File: config.mk
export PLATFORM = sky130hd
export DESIGN_NAME = xalu_ctrl_flat
export DESIGN_NICKNAME = d
export VERILOG_FILES = /design/src/rtl/xalu_pkg.sv /design/src/rtl/xalu_ctrl_if.sv /design/src/rtl/xalu_div_iter.sv /design/src/rtl/xalu_ctrl.sv /design/src/flat_wrapper.sv
export SDC_FILE = /design/constraint.sdc
export NUM_CORES = 2
export LEC_CHECK = 0
export CELL_PAD_IN_SITES_DETAIL_PLACEMENT = 1
export CELL_PAD_IN_SITES_GLOBAL_PLACEMENT = 1
export CORE_UTILIZATION = 51
export DETAILED_ROUTE_END_ITERATION = 8
export PLACE_DENSITY = 0.87
export SYNTH_ARGS = -nofsm -noshare
export SYNTH_HDL_FRONTEND = slang
export SYNTH_SLANG_ARGS = --single-unit
export TNS_END_PERCENT = 1
File: constraint.sdc
create_clock -name clk -period 10.3 [get_ports clk]
set_clock_uncertainty 0.1 [all_clocks]
set_input_delay 2.06 -clock clk [delete_from_list [all_inputs] [get_ports clk]]
set_output_delay 2.06 -clock clk [all_outputs]
set_load 0.02 [all_outputs]
File: src/rtl/xalu_pkg.sv
// ----------------------------------------------------------------------------
// xalu_pkg
// Shared definitions for the HI/LO multiply/divide unit.
//   op_e      : XALU opcode presented on the operation bus
//   state_e   : control FSM state encoding
//   DIV_ITERS : number of radix-2 restoring divide iterations
//   CNT_W     : width of the shared multiply/divide cycle counter
//   cond_neg  : two's complement negate when requested (sign handling)
// ----------------------------------------------------------------------------
package xalu_pkg;

    typedef enum logic [2:0] {
        OP_NOP   = 3'd0,
        OP_MULT  = 3'd1,
        OP_MULTU = 3'd2,
        OP_DIV   = 3'd3,
        OP_DIVU  = 3'd4,
        OP_MTHI  = 3'd5,
        OP_MTLO  = 3'd6
    } op_e;

    typedef enum logic [1:0] {
        ST_IDLE = 2'd0,
        ST_MUL  = 2'd1,
        ST_DIV  = 2'd2,
        ST_FIX  = 2'd3
    } state_e;

    localparam int DIV_ITERS = 32;
    // Covers both the divide iteration count and the multiply latency (<= 8).
    localparam int CNT_W     = 5;

    function automatic logic [31:0] cond_neg(input logic [31:0] v, input logic neg);
        return neg ? (~v + 32'd1) : v;
    endfunction

endpackage

File: src/rtl/xalu_ctrl_if.sv
// ----------------------------------------------------------------------------
// xalu_ctrl_if
// Operation / result bus between the issuing pipeline and the XALU.
//   op_valid, op, src_a, src_b, flush : pipeline -> XALU
//   busy, done, hi, lo                : XALU -> pipeline
// Modports: master (pipeline side), slave (XALU side).
// ----------------------------------------------------------------------------
interface xalu_ctrl_if;

    logic            op_valid;
    xalu_pkg::op_e   op;
    logic [31:0]     src_a;
    logic [31:0]     src_b;
    logic            flush;
    logic            busy;
    logic            done;
    logic [31:0]     hi;
    logic [31:0]     lo;

    modport master (
        output op_valid, op, src_a, src_b, flush,
        input  busy, done, hi, lo
    );

    modport slave (
        input  op_valid, op, src_a, src_b, flush,
        output busy, done, hi, lo
    );

endinterface

File: src/rtl/xalu_div_iter.sv
// ----------------------------------------------------------------------------
// xalu_div_iter
// Radix-2 restoring divider datapath on unsigned magnitudes; one quotient bit
// per enabled cycle, so 32 enables produce the full quotient and remainder.
//   clk, resetn         : clock, asynchronous active-low reset
//   i_load              : capture dividend/divisor, clear remainder
//   i_en                : perform one iteration
//   i_dividend/i_divisor: unsigned magnitudes
//   o_quo/o_rem         : quotient and remainder shift registers
// ----------------------------------------------------------------------------
module xalu_div_iter (
    input  logic        clk,
    input  logic        resetn,
    input  logic        i_load,
    input  logic        i_en,
    input  logic [31:0] i_dividend,
    input  logic [31:0] i_divisor,
    output logic [31:0] o_quo,
    output logic [31:0] o_rem
);

    logic [31:0] r_rem;
    logic [31:0] r_quo;
    logic [31:0] r_dvs;
    logic [32:0] w_shift;
    logic [32:0] w_diff;

    // The dividend drains out of r_quo MSB-first while quotient bits fill it
    // from the LSB. The remainder is always below the divisor, so the 33-bit
    // subtraction's MSB is a clean borrow flag (also for a zero divisor, which
    // yields quotient all-ones and remainder equal to the dividend).
    assign w_shift = {r_rem, r_quo[31]};
    assign w_diff  = w_shift - {1'b0, r_dvs};

    // NOTE: state is updated with non-blocking assignments so every register
    // samples pre-edge values, independent of statement order.
    always_ff @(posedge clk or negedge resetn) begin
        if (!resetn) begin
            r_rem <= '0;
            r_quo <= '0;
            r_dvs <= '0;
        end else if (i_load) begin
            r_rem <= '0;
            r_quo <= i_dividend;
            r_dvs <= i_divisor;
        end else if (i_en) begin
            if (!w_diff[32]) begin
                r_rem <= w_diff[31:0];
                r_quo <= {r_quo[30:0], 1'b1};
            end else begin
                r_rem <= w_shift[31:0];
                r_quo <= {r_quo[30:0], 1'b0};
            end
        end
    end

    assign o_quo = r_quo;
    assign o_rem = r_rem;

endmodule

File: src/rtl/xalu_ctrl.sv
// ----------------------------------------------------------------------------
// xalu_ctrl
// MIPS-style HI/LO unit: multi-cycle MULT/MULTU, 33-cycle DIV/DIVU (32
// restoring iterations plus one sign-fixup cycle), single-cycle MTHI/MTLO.
//   clk     : clock, rising edge
//   resetn  : asynchronous active-low reset
//   xif     : xalu_ctrl_if.slave (op_valid/op/src_a/src_b/flush in,
//             busy/done/hi/lo out)
// Parameter MUL_LAT (1..8): busy cycles for MULT/MULTU.
// Build option: define XALU_DIV_ZERO_SHORTCUT_EN to finish DIV/DIVU by zero
// after a single busy cycle with hi=src_a, lo=0xFFFFFFFF.
// ----------------------------------------------------------------------------
module xalu_ctrl
    import xalu_pkg::*;
#(
    parameter int MUL_LAT = 4
) (
    input  logic       clk,
    input  logic       resetn,
    xalu_ctrl_if.slave xif
);

    state_e             r_state;
    state_e             w_next;
    logic [CNT_W-1:0]   r_cnt;
    logic [CNT_W-1:0]   w_cnt_next;
    logic [31:0]        r_a;
    logic [31:0]        r_b;
    logic               r_signed;
    logic               r_busy;
    logic               r_done;
    logic [31:0]        r_hi;
    logic [31:0]        r_lo;

    logic               w_accept;
    logic               w_div_load;
    logic               w_div_en;
    logic               w_wr_hilo;
    logic               w_wr_hi;
    logic               w_wr_lo;
    logic [31:0]        w_res_hi;
    logic [31:0]        w_res_lo;
    logic [63:0]        w_prod;
    logic [31:0]        w_quo;
    logic [31:0]        w_rem;
    logic               w_op_signed;
    logic               w_dz;

    assign w_accept    = xif.op_valid && !r_busy && !xif.flush;
    assign w_op_signed = (xif.op == OP_MULT) || (xif.op == OP_DIV);

    // Low 64 bits of the product of sign- (or zero-) extended operands equal
    // the signed (or unsigned) 32x32 product.
    assign w_prod = {{32{r_a[31] & r_signed}}, r_a} * {{32{r_b[31] & r_signed}}, r_b};

    xalu_div_iter u_div (
        .clk        (clk),
        .resetn     (resetn),
        .i_load     (w_div_load),
        .i_en       (w_div_en),
        .i_dividend (cond_neg(xif.src_a, w_op_signed & xif.src_a[31])),
        .i_divisor  (cond_neg(xif.src_b, w_op_signed & xif.src_b[31])),
        .o_quo      (w_quo),
        .o_rem      (w_rem)
    );

`ifdef XALU_DIV_ZERO_SHORTCUT_EN
    logic r_dz;
    always_ff @(posedge clk or negedge resetn) begin
        if (!resetn)       r_dz <= 1'b0;
        else if (w_accept) r_dz <= (xif.src_b == '0);
    end
    assign w_dz = r_dz;
`else
    assign w_dz = 1'b0;
`endif

    always_ff @(posedge clk or negedge resetn) begin
        if (!resetn) r_state <= ST_IDLE;
        else         r_state <= w_next;
    end

    // NOTE: every signal driven here gets a default first, so no path can
    // leave one unassigned and infer a latch.
    always_comb begin
        w_next     = r_state;
        w_cnt_next = r_cnt;
        w_div_load = 1'b0;
        w_div_en   = 1'b0;
        w_wr_hilo  = 1'b0;
        w_wr_hi    = 1'b0;
        w_wr_lo    = 1'b0;
        w_res_hi   = '0;
        w_res_lo   = '0;

        case (r_state)
            ST_IDLE: begin
                if (w_accept) begin
                    case (xif.op)
                        OP_MULT, OP_MULTU: begin
                            w_next     = ST_MUL;
                            w_cnt_next = '0;
                        end
                        OP_DIV, OP_DIVU: begin
                            w_div_load = 1'b1;
                            w_cnt_next = '0;
`ifdef XALU_DIV_ZERO_SHORTCUT_EN
                            w_next     = (xif.src_b == '0) ? ST_FIX : ST_DIV;
`else
                            w_next     = ST_DIV;
`endif
                        end
                        OP_MTHI: w_wr_hi = 1'b1;
                        OP_MTLO: w_wr_lo = 1'b1;
                        default: ;
                    endcase
                end
            end
            ST_MUL: begin
                if (r_cnt == CNT_W'(MUL_LAT - 1)) begin
                    w_next    = ST_IDLE;
                    w_wr_hilo = 1'b1;
                    w_res_hi  = w_prod[63:32];
                    w_res_lo  = w_prod[31:0];
                end else begin
                    w_cnt_next = r_cnt + 1'b1;
                end
            end
            ST_DIV: begin
                w_div_en = 1'b1;
                if (r_cnt == CNT_W'(DIV_ITERS - 1)) begin
                    w_next     = ST_FIX;
                    w_cnt_next = '0;
                end else begin
                    w_cnt_next = r_cnt + 1'b1;
                end
            end
            ST_FIX: begin
                w_next    = ST_IDLE;
                w_wr_hilo = 1'b1;
                if (w_dz) begin
                    w_res_hi = r_a;
                    w_res_lo = '1;
                end else begin
                    // Quotient sign = sign(a) ^ sign(b); remainder follows a.
                    w_res_lo = cond_neg(w_quo, r_signed & (r_a[31] ^ r_b[31]));
                    w_res_hi = cond_neg(w_rem, r_signed & r_a[31]);
                end
            end
            default: w_next = ST_IDLE;
        endcase

        // Flush wins over everything, including the completing cycle.
        if (r_state != ST_IDLE && xif.flush) begin
            w_next     = ST_IDLE;
            w_cnt_next = '0;
            w_div_en   = 1'b0;
            w_wr_hilo  = 1'b0;
        end
    end

    // NOTE: every register, including operand latches, takes a defined reset
    // value so nothing reaches the outputs as X after reset.
    always_ff @(posedge clk or negedge resetn) begin
        if (!resetn) begin
            r_cnt    <= '0;
            r_a      <= '0;
            r_b      <= '0;
            r_signed <= 1'b0;
            r_busy   <= 1'b0;
            r_done   <= 1'b0;
            r_hi     <= '0;
            r_lo     <= '0;
        end else begin
            r_cnt  <= w_cnt_next;
            r_busy <= (w_next != ST_IDLE);
            r_done <= w_wr_hilo;
            if (w_accept) begin
                r_a      <= xif.src_a;
                r_b      <= xif.src_b;
                r_signed <= w_op_signed;
            end
            if (w_wr_hilo) begin
                r_hi <= w_res_hi;
                r_lo <= w_res_lo;
            end
            if (w_wr_hi) r_hi <= xif.src_a;
            if (w_wr_lo) r_lo <= xif.src_a;
        end
    end

    assign xif.busy = r_busy;
    assign xif.done = r_done;
    assign xif.hi   = r_hi;
    assign xif.lo   = r_lo;

endmodule

File: src/flat_wrapper.sv
// flat-port wrapper written by rule: the top's interface ports become plain ports
module xalu_ctrl_flat import xalu_pkg::*;
#(
    parameter int MUL_LAT = 4
)
  (clk, resetn, xif_op_valid, xif_op, xif_src_a, xif_src_b, xif_flush, xif_busy, xif_done, xif_hi, xif_lo);
  xalu_ctrl_if xif_i ();
  input  logic clk;
  input  logic resetn;
  input wire logic [$bits(xif_i.op_valid)-1:0] xif_op_valid;
  input wire logic [$bits(xif_i.op)-1:0] xif_op;
  input wire logic [$bits(xif_i.src_a)-1:0] xif_src_a;
  input wire logic [$bits(xif_i.src_b)-1:0] xif_src_b;
  input wire logic [$bits(xif_i.flush)-1:0] xif_flush;
  output wire logic [$bits(xif_i.busy)-1:0] xif_busy;
  output wire logic [$bits(xif_i.done)-1:0] xif_done;
  output wire logic [$bits(xif_i.hi)-1:0] xif_hi;
  output wire logic [$bits(xif_i.lo)-1:0] xif_lo;
  assign xif_i.op_valid = xif_op_valid;
  assign xif_i.op = xif_op;
  assign xif_i.src_a = xif_src_a;
  assign xif_i.src_b = xif_src_b;
  assign xif_i.flush = xif_flush;
  assign xif_busy = xif_i.busy;
  assign xif_done = xif_i.done;
  assign xif_hi = xif_i.hi;
  assign xif_lo = xif_i.lo;
  xalu_ctrl #(.MUL_LAT(MUL_LAT)) u_core (.clk(clk), .resetn(resetn), .xif(xif_i));
endmodule
==> summary.md <==
| Metric | Value |
|---|---|
| Setup ws final | `about 0.6 ns` |
| Initial core utilization | `0.5159` |
| Largest cells by area after synthesis | `fa_1 (43%), dfrtp_1 (11%), inv_1 (8.5%)` |
| Global-route wire length before repair | `a little under 300 mm` |
| Die Span Y | `~320 um` |
| Initial antenna violation count | `8` |
| DR vias | `~44000` |
| Clock tree root driver cell | `clkbuf_16` |
| Peak Freq | `between 100 and 150 MHz` |
| Min-Delay Path Class | `reg2reg` |
| First DRT Iteration DRCs | `roughly 3800` |
| Setup violators final | `0` |
| Hold slack | `~0.38 ns` |
| Synth cell types | `73` |
| Synth cell count leaders | `inv_1 (1192), fa_1 (1126), nand2_1 (995), and2_1 (352), clkbuf_1 (336)` |
| Clock slew at reported path FFs | `0.06 ns` |
| Post-synthesis sequential area ratio | `0.1111` |
| Most used DFF post-synth | `dfrtp_1` |
| Flop2flop setup slack | `approximately 0.60 ns` |
| Unrepaired setup endpoints after global routing | `no` |
| CP endpoint kind | `flip-flop` |
| Synth Net Count | `7402` |
| CTS Buf Count | `27` |
| Die area | `0.1046 mm^2` |
| Total global routing overflow | `0` |
| Share of layout cells above drive strength 1 | `0.04263` |
| Max clock buf depth | `3` |
| DP Wirelength | `about 150 mm` |
| Post-CTS Resized | `0` |
| Worst path required time | `approximately 11 ns` |
| Vias per cell | `around 6.0` |
| Hold bufs inserted after CTS | `0` |
| Worst-path fanout max | `14` |
| H-tree depth | `1` |
| CTS tree | `built` |
| Register Area | `about 0.006 mm^2` |
| Final ANT Viol Nets | `0` |
| Setup tns final | `0 ns` |
| Flops & latches, synth | `around 230` |
| Num Clock Sinks | `234` |
| Final worst path period share | `0.9420` |
| Reg-to-reg critical path endpoint | `u_core.xif.hi[29]` |
| Largest net degree at the start of global routing | `129` |
| Site Rows | `about 120` |
| Fin nets | `between 7000 and 8000` |
| Post-synth top area cell | `fa_1` |
| GP Congestion | `approximately 0.96` |
| Core area | `0.1022 mm^2` |
| Slew margin rel. | `0.03313` |
| RR Startpoint | `u_core.r_signed` |
| Vias in the first global route | `approximately 50000` |
| Crit path launch | `u_core.r_signed` |
| Avg WL per Cell | `roughly 26 um` |
| P&R area growth vs syn | `6.618%` |
| Number of setup buffers added after CTS | `0` |
| Cell with the most instances after synthesis | `inv_1` |
| Die Width | `around 320 um` |
| Post-DP Area | `between 0.05 and 0.06 mm^2` |
| Syn avg cell area | `~8.9 um^2` |
| Clk Latency, worst-skew pair | `0.59 ns` |
| Worst path arrival time | `between 10 and 15 ns` |
| Asr flop ratio synth | `1.000` |
| Setup slack at placement | `0.7282 ns` |
| Gr usage total | `0.3733` |
| IO Pins | `137` |
| Area of the multi-input gates | `~0.04 mm^2` |
| CP Capture Point | `u_core.xif.hi[29]` |
| FF-to-FF path depth | `26` |
| Type of origin of the critical path | `flip-flop` |
| Synthesized netlist cell count | `between 5000 and 6000` |
| Max-Cap Viols | `0` |
| Final Hold Violating Endpoints | `0` |
| DR DRC count | `0` |
| Filler cells | `11970` |
| Area share of the largest cell type after synthesis | `0.4276` |
| Drt pass-1 iters | `5` |
| PortBufs | `136` |
| YS warnings | `0` |
| Drt total wl | `188.9 mm` |
| Final Cell Area | `approximately 0.056 mm^2` |
| Number of slew-limit violations in the final report | `0` |
| Final min period | `9.703 ns` |
| Result of the run | `finished, final reports clean` |
| EDFF count, synth | `0` |
| Worst setup path class | `reg2reg` |
| Netlist area before placement | `between 0.05 and 0.06 mm^2` |
| Slew at the pin closest to its max-slew limit | `between 1 and 1.5 ns` |
==> flip-flops by register name (all words and copies together), names as in the netlist <==
signal and flops:
u_core.xif.lo 32, u_core.u_div.r_dvs 32, u_core.r_b 32, u_core.xif.hi 32
u_core.u_div.o_rem 32, u_core.r_signed 1, u_core.r_a 32, u_core.xif.busy 1
u_core.r_cnt 5, u_core.u_div.o_quo 32, u_core.r_state 2, u_core.xif.done 1
==> metrics by stage <==
stage / cells / utilization
global placement: 7207 / 0.5412
CTS: 7256 / 0.5499
floorplan: 5949 / -
global route: 7256 / 0.5499
finish: 7259 / 0.5500
detailed placement: 7207 / 0.5412
==> worst max-delay path: stages, from the launching register on <==
cell,delay (ns)
dfrtp_1,0.35
and2_1,0.64
nand2_1,0.27
inv_1,0.14
fa_1,0.42
inv_1,0.29
fa_1,0.52
inv_1,0.21
fa_1,0.49
fa_1,0.90
inv_1,0.35
fa_1,0.57
inv_1,0.06
fa_1,0.53
inv_1,0.06
fa_1,0.46
fa_1,0.51
inv_1,0.05
ha_1,0.41
nand2_1,0.16
or3_1,0.44
or4_1,0.52
o32a_1,0.22
a41oi_1,0.27
mux2i_1,0.22
o211ai_1,0.10
a221o_1,0.33
==> final cells by class <==
class / instances / share of cell area
antenna: 3 / 0.0001336
tap: 1368 / 0.03046
sequential: 234 / 0.1042
timing repair buffer: 234 / 0.03740
multi-input combinational: 4178 / 0.7322
clock inverter: 8 / 0.001002
clock buffer: 41 / 0.01492
inverter: 1193 / 0.07968
==> cell usage in the layout, fill, tap and decap left out, types with 98 or more instances in the layout <==
| master | netlist | routed |
|---|---|---|
| o21ai_0 | 250 | 250 |
| a21oi_1 | 157 | 157 |
| clkdlybuf4s50_1 | 0 | 135 |
| inv_1 | 1192 | 1192 |
| dfrtp_1 | 234 | 232 |
| buf_4 | 0 | 98 |
| nor2_1 | 196 | 195 |
| nand2_1 | 995 | 995 |
| fa_1 | 1126 | 1126 |
| xnor2_1 | 122 | 121 |
| and2_1 | 352 | 350 |
| ha_1 | 256 | 256 |
==> worst min path at each step <==
| stage | from | to | cells past startpoint |
|---|---|---|---|
| after global placement | u_core.u_div.r_dvs[10] | u_core.u_div.r_dvs[10] | 2 |
| after global routing | u_core.u_div.r_dvs[29] | u_core.u_div.r_dvs[29] | 2 |
| after CTS | u_core.u_div.r_dvs[18] | u_core.u_div.r_dvs[18] | 2 |
| after detailed placement | u_core.u_div.r_dvs[3] | u_core.u_div.r_dvs[3] | 2 |
| final | u_core.u_div.r_dvs[18] | u_core.u_div.r_dvs[18] | 2 |
| after floorplan | u_core.u_div.r_dvs[10] | u_core.u_div.r_dvs[10] | 2 |
==> layer usage <==
metal  global-route usage  vias to the layer above  routed length [um]
li1                     -                    17870                   -
met1               0.4275                    22940               65080
met2               0.6418                     2221               95020
met3              0.05338                      883               12790
met4               0.2670                        6               15930
met5                    0                        -                  48
==> cells by family after synthesis <==
group	count (synthesis)	synth area share
and+or+nand+nor	1808	0.1575
buffers and inverters	1537	0.1095
adders and majority gates	1382	0.4884
AOI/OAI and AO/OA	700	0.08232
DFF	234	0.1111
xor gates and xnor gates	215	0.03572
muxes	73	0.01543
Power is not shown: default switching activity piles up to over one toggle a cycle in this logic, so the estimate is an artifact.
